--- config.mk ---
export PLATFORM = sky130hd
export DESIGN_NAME = i2c_write_datapath
export DESIGN_NICKNAME = d
export VERILOG_FILES = /design/src/rtl/i2c_defs_pkg.sv /design/src/rtl/i2c_baud_generator.sv /design/src/rtl/i2c_write_datapath.sv
export SDC_FILE = /design/constraint.sdc
export NUM_CORES = 1
export LEC_CHECK = 0
export ABC_AREA = 0
export CORE_MARGIN = 2
export CORE_UTILIZATION = 45
export CTS_CLUSTER_DIAMETER = 100
export DETAILED_ROUTE_END_ITERATION = 12
export PLACE_DENSITY = 0.84
export SYNTH_ARGS = -nofsm -noshare
export SYNTH_HDL_FRONTEND = slang
export SYNTH_SLANG_ARGS = --single-unit
export TNS_END_PERCENT = 10
--- constraint.sdc ---
create_clock -name clock -period 2.3 [get_ports clock]
set_clock_uncertainty 0.15 [all_clocks]
set_input_delay 0.69 -clock clock [delete_from_list [all_inputs] [get_ports clock]]
set_output_delay 0.69 -clock clock [all_outputs]
set_load 0.01 [all_outputs]
--- src/rtl/i2c_defs_pkg.sv ---
// Shared constants for the I2C master datapaths (write now, read later).
// Pad-drive and acknowledge encodings live here so both datapaths agree.
package i2c_defs;

    localparam int I2C_DATA_WIDTH          = 8;
    localparam int I2C_HALF_PERIOD_DEFAULT = 250;

    // Encodings of SDAPullLow as seen by the open-drain pad cell.
    localparam logic SDA_RELEASE = 1'b0;
    localparam logic SDA_PULL    = 1'b1;

    localparam logic ACK  = 1'b0;
    localparam logic NACK = 1'b1;

endpackage

--- src/rtl/i2c_baud_generator.sv ---
// Free-running I2C baud clock with single-cycle rise/fall flags.
// Shared between the write datapath and the upcoming read datapath.
module i2c_baud_generator
    import i2c_defs::*;
#(
    parameter int HALF_PERIOD = I2C_HALF_PERIOD_DEFAULT
) (
    input  logic clock,
    input  logic Reset,
    output logic ClockI2C,
    output logic BaudRise,
    output logic BaudFall
);

    localparam int CountWidth = (HALF_PERIOD > 2) ? $clog2(HALF_PERIOD) : 1;
    localparam logic [CountWidth-1:0] LastCount = CountWidth'(HALF_PERIOD - 1);

    logic [CountWidth-1:0] baudCount;
    logic                  baudWrap;

    assign baudWrap = (baudCount == LastCount);

    // The edge flags are registered alongside the toggle so they line up
    // with the cycle in which ClockI2C already shows its new level.
    always_ff @(posedge clock) begin
        if (Reset) begin
            baudCount <= '0;
            ClockI2C  <= 1'b1;
            BaudRise  <= 1'b0;
            BaudFall  <= 1'b0;
        end else begin
            BaudRise <= 1'b0;
            BaudFall <= 1'b0;
            if (baudWrap) begin
                baudCount <= '0;
                ClockI2C  <= ~ClockI2C;
                BaudRise  <= ~ClockI2C;
                BaudFall  <= ClockI2C;
            end else begin
                baudCount <= baudCount + 1'b1;
            end
        end
    end

endmodule

--- src/rtl/i2c_write_datapath.sv ---
// Bit-level write datapath: SCL/SDA drive, byte shifter and ACK capture,
// steered cycle by cycle by the I2C controller strobes.
module i2c_write_datapath
    import i2c_defs::*;
#(
    parameter int HALF_PERIOD = I2C_HALF_PERIOD_DEFAULT,
    parameter int DATA_WIDTH  = I2C_DATA_WIDTH
) (
    input  logic                  clock,
    input  logic                  Reset,
    input  logic [DATA_WIDTH-1:0] DataIn,
    input  logic                  BaudEnable,
    input  logic                  ReadorWrite,
    input  logic                  Select,
    input  logic                  ShiftorHold,
    input  logic                  StartStopAck,
    input  logic                  WriteLoad,
    input  logic                  SDAIn,
    output logic                  ClockI2C,
    output logic                  SCL,
    output logic                  SDAPullLow,
    output logic                  ACKbit,
    output logic                  ACKValid,
    output logic [3:0]            ShiftCount
);

    localparam logic [3:0] MaxCount = 4'(DATA_WIDTH);

    logic                  baudRise;
    logic                  baudFallUnused;
    logic [DATA_WIDTH-1:0] shiftReg;
    logic                  sdaLevel;
    logic                  sdaSync1;
    logic                  sdaSync2;

    // Falling-edge flag is only consumed by the read datapath.
    i2c_baud_generator #(
        .HALF_PERIOD(HALF_PERIOD)
    ) baudGen (
        .clock   (clock),
        .Reset   (Reset),
        .ClockI2C(ClockI2C),
        .BaudRise(baudRise),
        .BaudFall(baudFallUnused)
    );

    // A load always beats a shift so the controller can reuse its bit strobe.
    always_ff @(posedge clock) begin
        if (Reset) begin
            shiftReg   <= '0;
            ShiftCount <= '0;
        end else if (WriteLoad) begin
            shiftReg   <= DataIn;
            ShiftCount <= '0;
        end else if (ShiftorHold) begin
            shiftReg <= {shiftReg[DATA_WIDTH-2:0], 1'b0};
            if (ShiftCount != MaxCount) begin
                ShiftCount <= ShiftCount + 1'b1;
            end
        end
    end

    assign sdaLevel = Select ? shiftReg[DATA_WIDTH-1] : StartStopAck;

    always_ff @(posedge clock) begin
        if (Reset) begin
            SCL        <= 1'b1;
            SDAPullLow <= SDA_RELEASE;
        end else begin
            SCL        <= BaudEnable ? ClockI2C : 1'b1;
            SDAPullLow <= (!ReadorWrite && !sdaLevel) ? SDA_PULL : SDA_RELEASE;
        end
    end

    // SDAIn is asynchronous to clock, so it is only looked at after two flops.
    always_ff @(posedge clock) begin
        if (Reset) begin
            sdaSync1 <= 1'b1;
            sdaSync2 <= 1'b1;
            ACKbit   <= NACK;
            ACKValid <= 1'b0;
        end else begin
            sdaSync1 <= SDAIn;
            sdaSync2 <= sdaSync1;
            ACKValid <= 1'b0;
            if (baudRise && ReadorWrite) begin
                ACKbit   <= sdaSync2;
                ACKValid <= 1'b1;
            end
        end
    end

endmodule
-- Word-level counts from Yosys, hierarchy flattened
Cells that the tools add are included.
- bits in registers: 28
- latch bits: 0
- bits in writable memories: 0
- memory bits (read-only): 0
- input bits: 17
- output and inout port bits: 9
- logic and storage cells: 33
- memories kept: 0
- $add $sub $neg: 2
- multipliers: 0
- divide/modulo/power cells: 0
- $lt $le $gt $ge: 0
- equal/unequal tests: 2
- shift-type cells: 0
- mux-type cells: 5
- bitwise operators: 3
- reduce and logical (&&, ||, !) cells: 10
- operators with widths (cell ; count):
    2-to-1 mux 8 bit ; 2
    adder 8 x 1 -> 8 bit, second input constant ; 1
    equality test 8 bit, second input constant ; 1
    OR reduction 2 bit ; 4
    adder 4 x 1 -> 4 bit, second input constant ; 1
    != test 4 bit, second input constant ; 1
    2-to-1 mux 1 bit ; 3
    NOT 1 bit ; 3
    logical AND 1 bit ; 2
    zero test 1 bit ; 2
    AND reduction 2 bit ; 1
    nonzero test 2 bit ; 1

-- Depth between registers and ports, before layout
Gate-level depths: netlist (run 1).
- word-level depth: 4
- depth in mapped cells: 5

-- Cells and area by module
From an unflattened synthesis (run 1), not the netlist that was laid out.
- cell total of the unflattened synthesis: 124
- area, all modules: 1262.5 µm²
- by module, submodules not included (module ; times used ; cells each ; area each (µm²) ; seq. area each (µm²)):
    i2c_write_datapath ; 1 ; 75 ; 799.5 ; 360.3
    i2c_baud_generator ; 1 ; 49 ; 462.9 ; 220.2

-- Least setup slack after synthesis (run 1)
No wires, ideal clock.
- path kind: input-to-reg
- start point: in ShiftorHold
- end point: reg shiftReg[5]
- setup time: 0.128 ns
- arrival: 1.346 ns
- required time: 2.022 ns
- slack: 0.677 ns
- stages on the path: 4
- cells stage by stage: buf_2 > mux2_2 > mux2i_1 > nor2_1
- longest elaborated chain between the ends: 1
- RTL lines (element ; RTL line ; source):
    start: declaration ; i2c_write_datapath.sv:15 ; input logic ShiftorHold,
    nonzero test 2 bit (no source line) ; -- ;
    end signal: assignment ; i2c_write_datapath.sv:53 ; shiftReg <= DataIn;
    end signal: assignment ; i2c_write_datapath.sv:56 ; shiftReg <= {shiftReg[DATA_WIDTH-2:0], 1'b0};
    end: declaration ; i2c_write_datapath.sv:31 ; logic [DATA_WIDTH-1:0] shiftReg;
Every way passes these cells.
A chain may end at the register's enable or synchronous reset.

-- Worst setup path in the final report (run 1)
- start point: reg baudGen.ClockI2C
- end point: out ClockI2C
- RTL lines (element ; RTL line ; source):
    start: declaration ; i2c_baud_generator.sv:10 ; output logic ClockI2C,
    start signal: assignment ; i2c_baud_generator.sv:36 ; ClockI2C <= ~ClockI2C;
    end: declaration ; i2c_write_datapath.sv:19 ; output logic ClockI2C,
No word-level cell between the ends.

==> flow_summary.toml, run 1 <==
[run_status]
status = "finished, final reports clean"

[critical_path]
critPathTopFamily = "buffers and inverters"
r2r_cells = 4
cp_data_required_time_ns = 1.46
worst_setup_path_start_kind = "flop"
slowest_delay_ns = 0.57
reg2reg_from = "baudGen.baudCount[0]$_SDFF_PP0_"
cp_num_buf_inv = 1
rr_endpoint = "baudGen.ClockI2C$_SDFFE_PP1N_"
cp_slowest_cell = "clkdlybuf4s50_1"
ff2ff_setup_slack_ns = 0.76
path_class = "reg2out"
crit_path_end_kind = "output port"
cp.arrival_ns = 1.33
path_max_fanout = 5
crit_chain = "clkdlybuf4s50_1"

[yosys]
synthArstFlopShare = 0
syn_area_sq_um = 1190
synth_simple_gate_area_frac = 0.220
avgSynthCellArea_sq_um = 9.58
synth_top_family_by_area = "simple AND/OR/NAND/NOR gates"
muxShareOfSynthArea = 0.125
synthesis.nets = 145
synth_compound_area_frac = 0.0801
synthXorXnorAreaFrac = 0.0295
synth-seq-cells = 28
postSynthCellCount = 124
ys_seq_area_frac = 0.472
ys.flop_type = "dfxtp_1"
synth.distinct_cells = 34
yosys.area_share.adder = 0.0421
synth_edf_count = 0
synth_warnings = 0

[min_path]
hold_path_end = "sdaSync2$_SDFF_PP1_"
hold_depth = 1
hp-start = "sdaSync1$_SDFF_PP1_"
hp-class = "reg2reg"

[global_route]
gr-usage-all-layers = 0.160
antenna_found_initial = 0
grt_start_max_net_pins = 16
grt_first_pass_wirelength_um = 3970
first_global_vias = 963
grt.overflow.total = 0

[clock_tree]
post_cts_resized = 0
clock-sinks = 28
clockBufferDepth = 2
htree_levels = 1
cts_made_buffers = 3
post-cts-setup-buffer-count = 0
root_buffer = "clkbuf_4"
clk_latency_ns = 0.33
cts_tree = "done"
clk_pin_slew_worst_paths_ns = 0.14
cts_hold_buf = 0

[sta]
clock.fmax_mhz = 461
period_minus_slack_ns = 2.17
report.final.setup_viol = 0
slew_violations = 0
tns_ns = 0
worst_slew_pin_slew_ns = 0.442
timing.final.ws_setup_ns = 0.132
hold_viol = 0
grt_setup_unrepaired = "false"
maxSlewHeadroom = 0.704
fin_crit_sh = 0.943

[floorplanning]
die_height_um = 55.4
ioPinCount = 26
start_util = 0.475
die_width_um = 55.4
fp-row-count = 18
coreArea_sq_um = 2500
dieArea_sq_um = 3070

[route]
final_antenna_net_count = 0
finalWirelength_um = 2310
drt_iter0_markers = 11
wl_per_cell_um = 12.7
vias = 965
drtPass1Iterations = 4
drt-vias-per-instance = 5.30
drc = 0

[placed_design]
place_ws_ns = 0.0594
port-buffer-count = 25
hpwl_um = 1750
place.gp.congestion = 0.722
placed_cells = 178

[finish]
final_util = 0.607
syn2layout_area_growth_pct = 27.7
nets = 174
final_cells = 182
drive_gt1_frac = 0.112
fillCellCount = 213
antenna_cells = 0

[power]
cellLeakagePower_nw = 0.592
powerDensity_nw_per_um2 = 566
ir_drop_mv = 0.512

[flow_run]
maxCapViolCount = 0
[cells in the mapped netlist (all sizes together) (2+ instances only)]
| master | n | area (sq um) |
|---|---|---|
| nor2b | 2 | 12.5 |
| mux2 | 7 | 78.8 |
| or2 | 2 | 12.5 |
| inv | 5 | 18.8 |
| nand4 | 2 | 18.8 |
| buf | 2 | 10.0 |
| a21boi | 2 | 15.0 |
| ha | 4 | 50.1 |
| nor2 | 16 | 60.1 |
| clkbuf | 2 | 7.51 |
| nand2 | 8 | 30.0 |
| mux2i | 7 | 70.1 |
| nand3 | 7 | 35.0 |
| a31oi | 3 | 18.8 |
| xor2 | 3 | 26.3 |
| nand3b | 2 | 15.0 |
| or3 | 3 | 18.8 |
| nor3 | 3 | 15.0 |
| o21ai | 3 | 15.0 |
| dfxtp | 28 | 561 |
[registers in the layout, indices dropped and copies added (netlist names)]
register / cells
baudGen.baudCount: 8
shiftReg: 8
ShiftCount: 4
ACKValid: 1
ACKbit: 1
SCL: 1
SDAPullLow: 1
baudGen.BaudRise: 1
baudGen.ClockI2C: 1
sdaSync1: 1
sdaSync2: 1
[report_power, final]
| part | leakage, nW | switching [mW] | internal, mW |
|---|---|---|---|
| clock | 0.0210 | 0.140 | 0.0969 |
| sequential | 0.229 | 0.0150 | 0.505 |
| combinational | 0.342 | 0.0406 | 0.0604 |
| total | 0.592 | 0.195 | 0.663 |
[per-stage QoR]
step | hold slack, ns | power [mW] | instance area [sq um]
after floorplan | 0.239 | 0.582 | 1190
after global placement | 0.243 | 0.626 | 1480
after detailed placement | 0.254 | 0.632 | 1480
after CTS | 0.292 | 0.865 | 1520
after global routing | 0.299 | 0.898 | 1520
final | 0.285 | 0.858 | 1520
[how the worst max path moves through the flow]
stage | start | endpoint | slack, ns | depth (start not counted)
after floorplan | ShiftorHold | shiftReg[5]$_SDFFE_PP0P_ | 0.68 | 4
after global placement | ShiftorHold | shiftReg[2]$_SDFFE_PP0P_ | 0.12 | 4
after detailed placement | ShiftorHold | ShiftCount[3]$_SDFFE_PP0P_ | 0.06 | 5
after CTS | ShiftCount[2]$_SDFFE_PP0P_ | ShiftCount[2] | 0.12 | 1
after global routing | ShiftCount[1]$_SDFFE_PP0P_ | ShiftCount[1] | 0.07 | 1
final | baudGen.ClockI2C$_SDFFE_PP1N_ | ClockI2C | 0.13 | 1
[logic make-up (layout without fill, tap and decap cells)]
family,after synthesis,in the layout
AOI/OAI and AO/OA,14,14
xor gates and xnor gates,4,4
adders and majority gates,4,4
buffers and inverters,9,37
DFF,28,28
muxes,14,14
and+or+nand+nor,51,51
[worst register-to-register path: stages (launching register included)]
cell and delay (ns):
dfxtp_1 0.41, ha_1 0.19, nand3b_1 0.18, o21ai_0 0.17, or3b_1 0.35
[area by class of cell]
cell class | count | area (sq um) | area share
multi-input combinational | 87 | 591 | 0.389
sequential | 28 | 561 | 0.370
timing repair buffer | 28 | 273 | 0.180
tap | 30 | 37.5 | 0.0248
clock buffer | 4 | 36.3 | 0.0239
inverter | 5 | 18.8 | 0.0124
[layer usage]
metal / up-vias / wire length (um) / global-route usage
met5: - / 0 / 0
met4: 0 / 57 / 0.0871
met3: 7 / 70 / 0.0281
met2: 21 / 1170 / 0.289
met1: 448 / 1010 / 0.174
li1: 489 / - / -
[placed cells by master, fill, tap and decap left out, types with 4 or more instances in the layout]
cell type        Yosys  layout
mux2_2               7       7
dfxtp_1             28      28
nor2_1              16      16
nand2_1              8       8
nand3_1              7       7
mux2i_1              7       7
inv_1                5       5
ha_1                 4       4
clkdlybuf4s50_1      0      25
(Power assumes the default switching activity.)
==> run 2: changes to the inputs <==
ABC_CLOCK_PERIOD_IN_PS = 2300   (was not set)
==> results of run 2 <==
The final DEF is identical to that of run 1; final timing and power are the same.
==> run 3: changes to the inputs <==
ABC_CLOCK_PERIOD_IN_PS = not set   (was 2300)
==> results of run 3 <==
The final DEF is identical to that of run 1; final timing and power are the same.
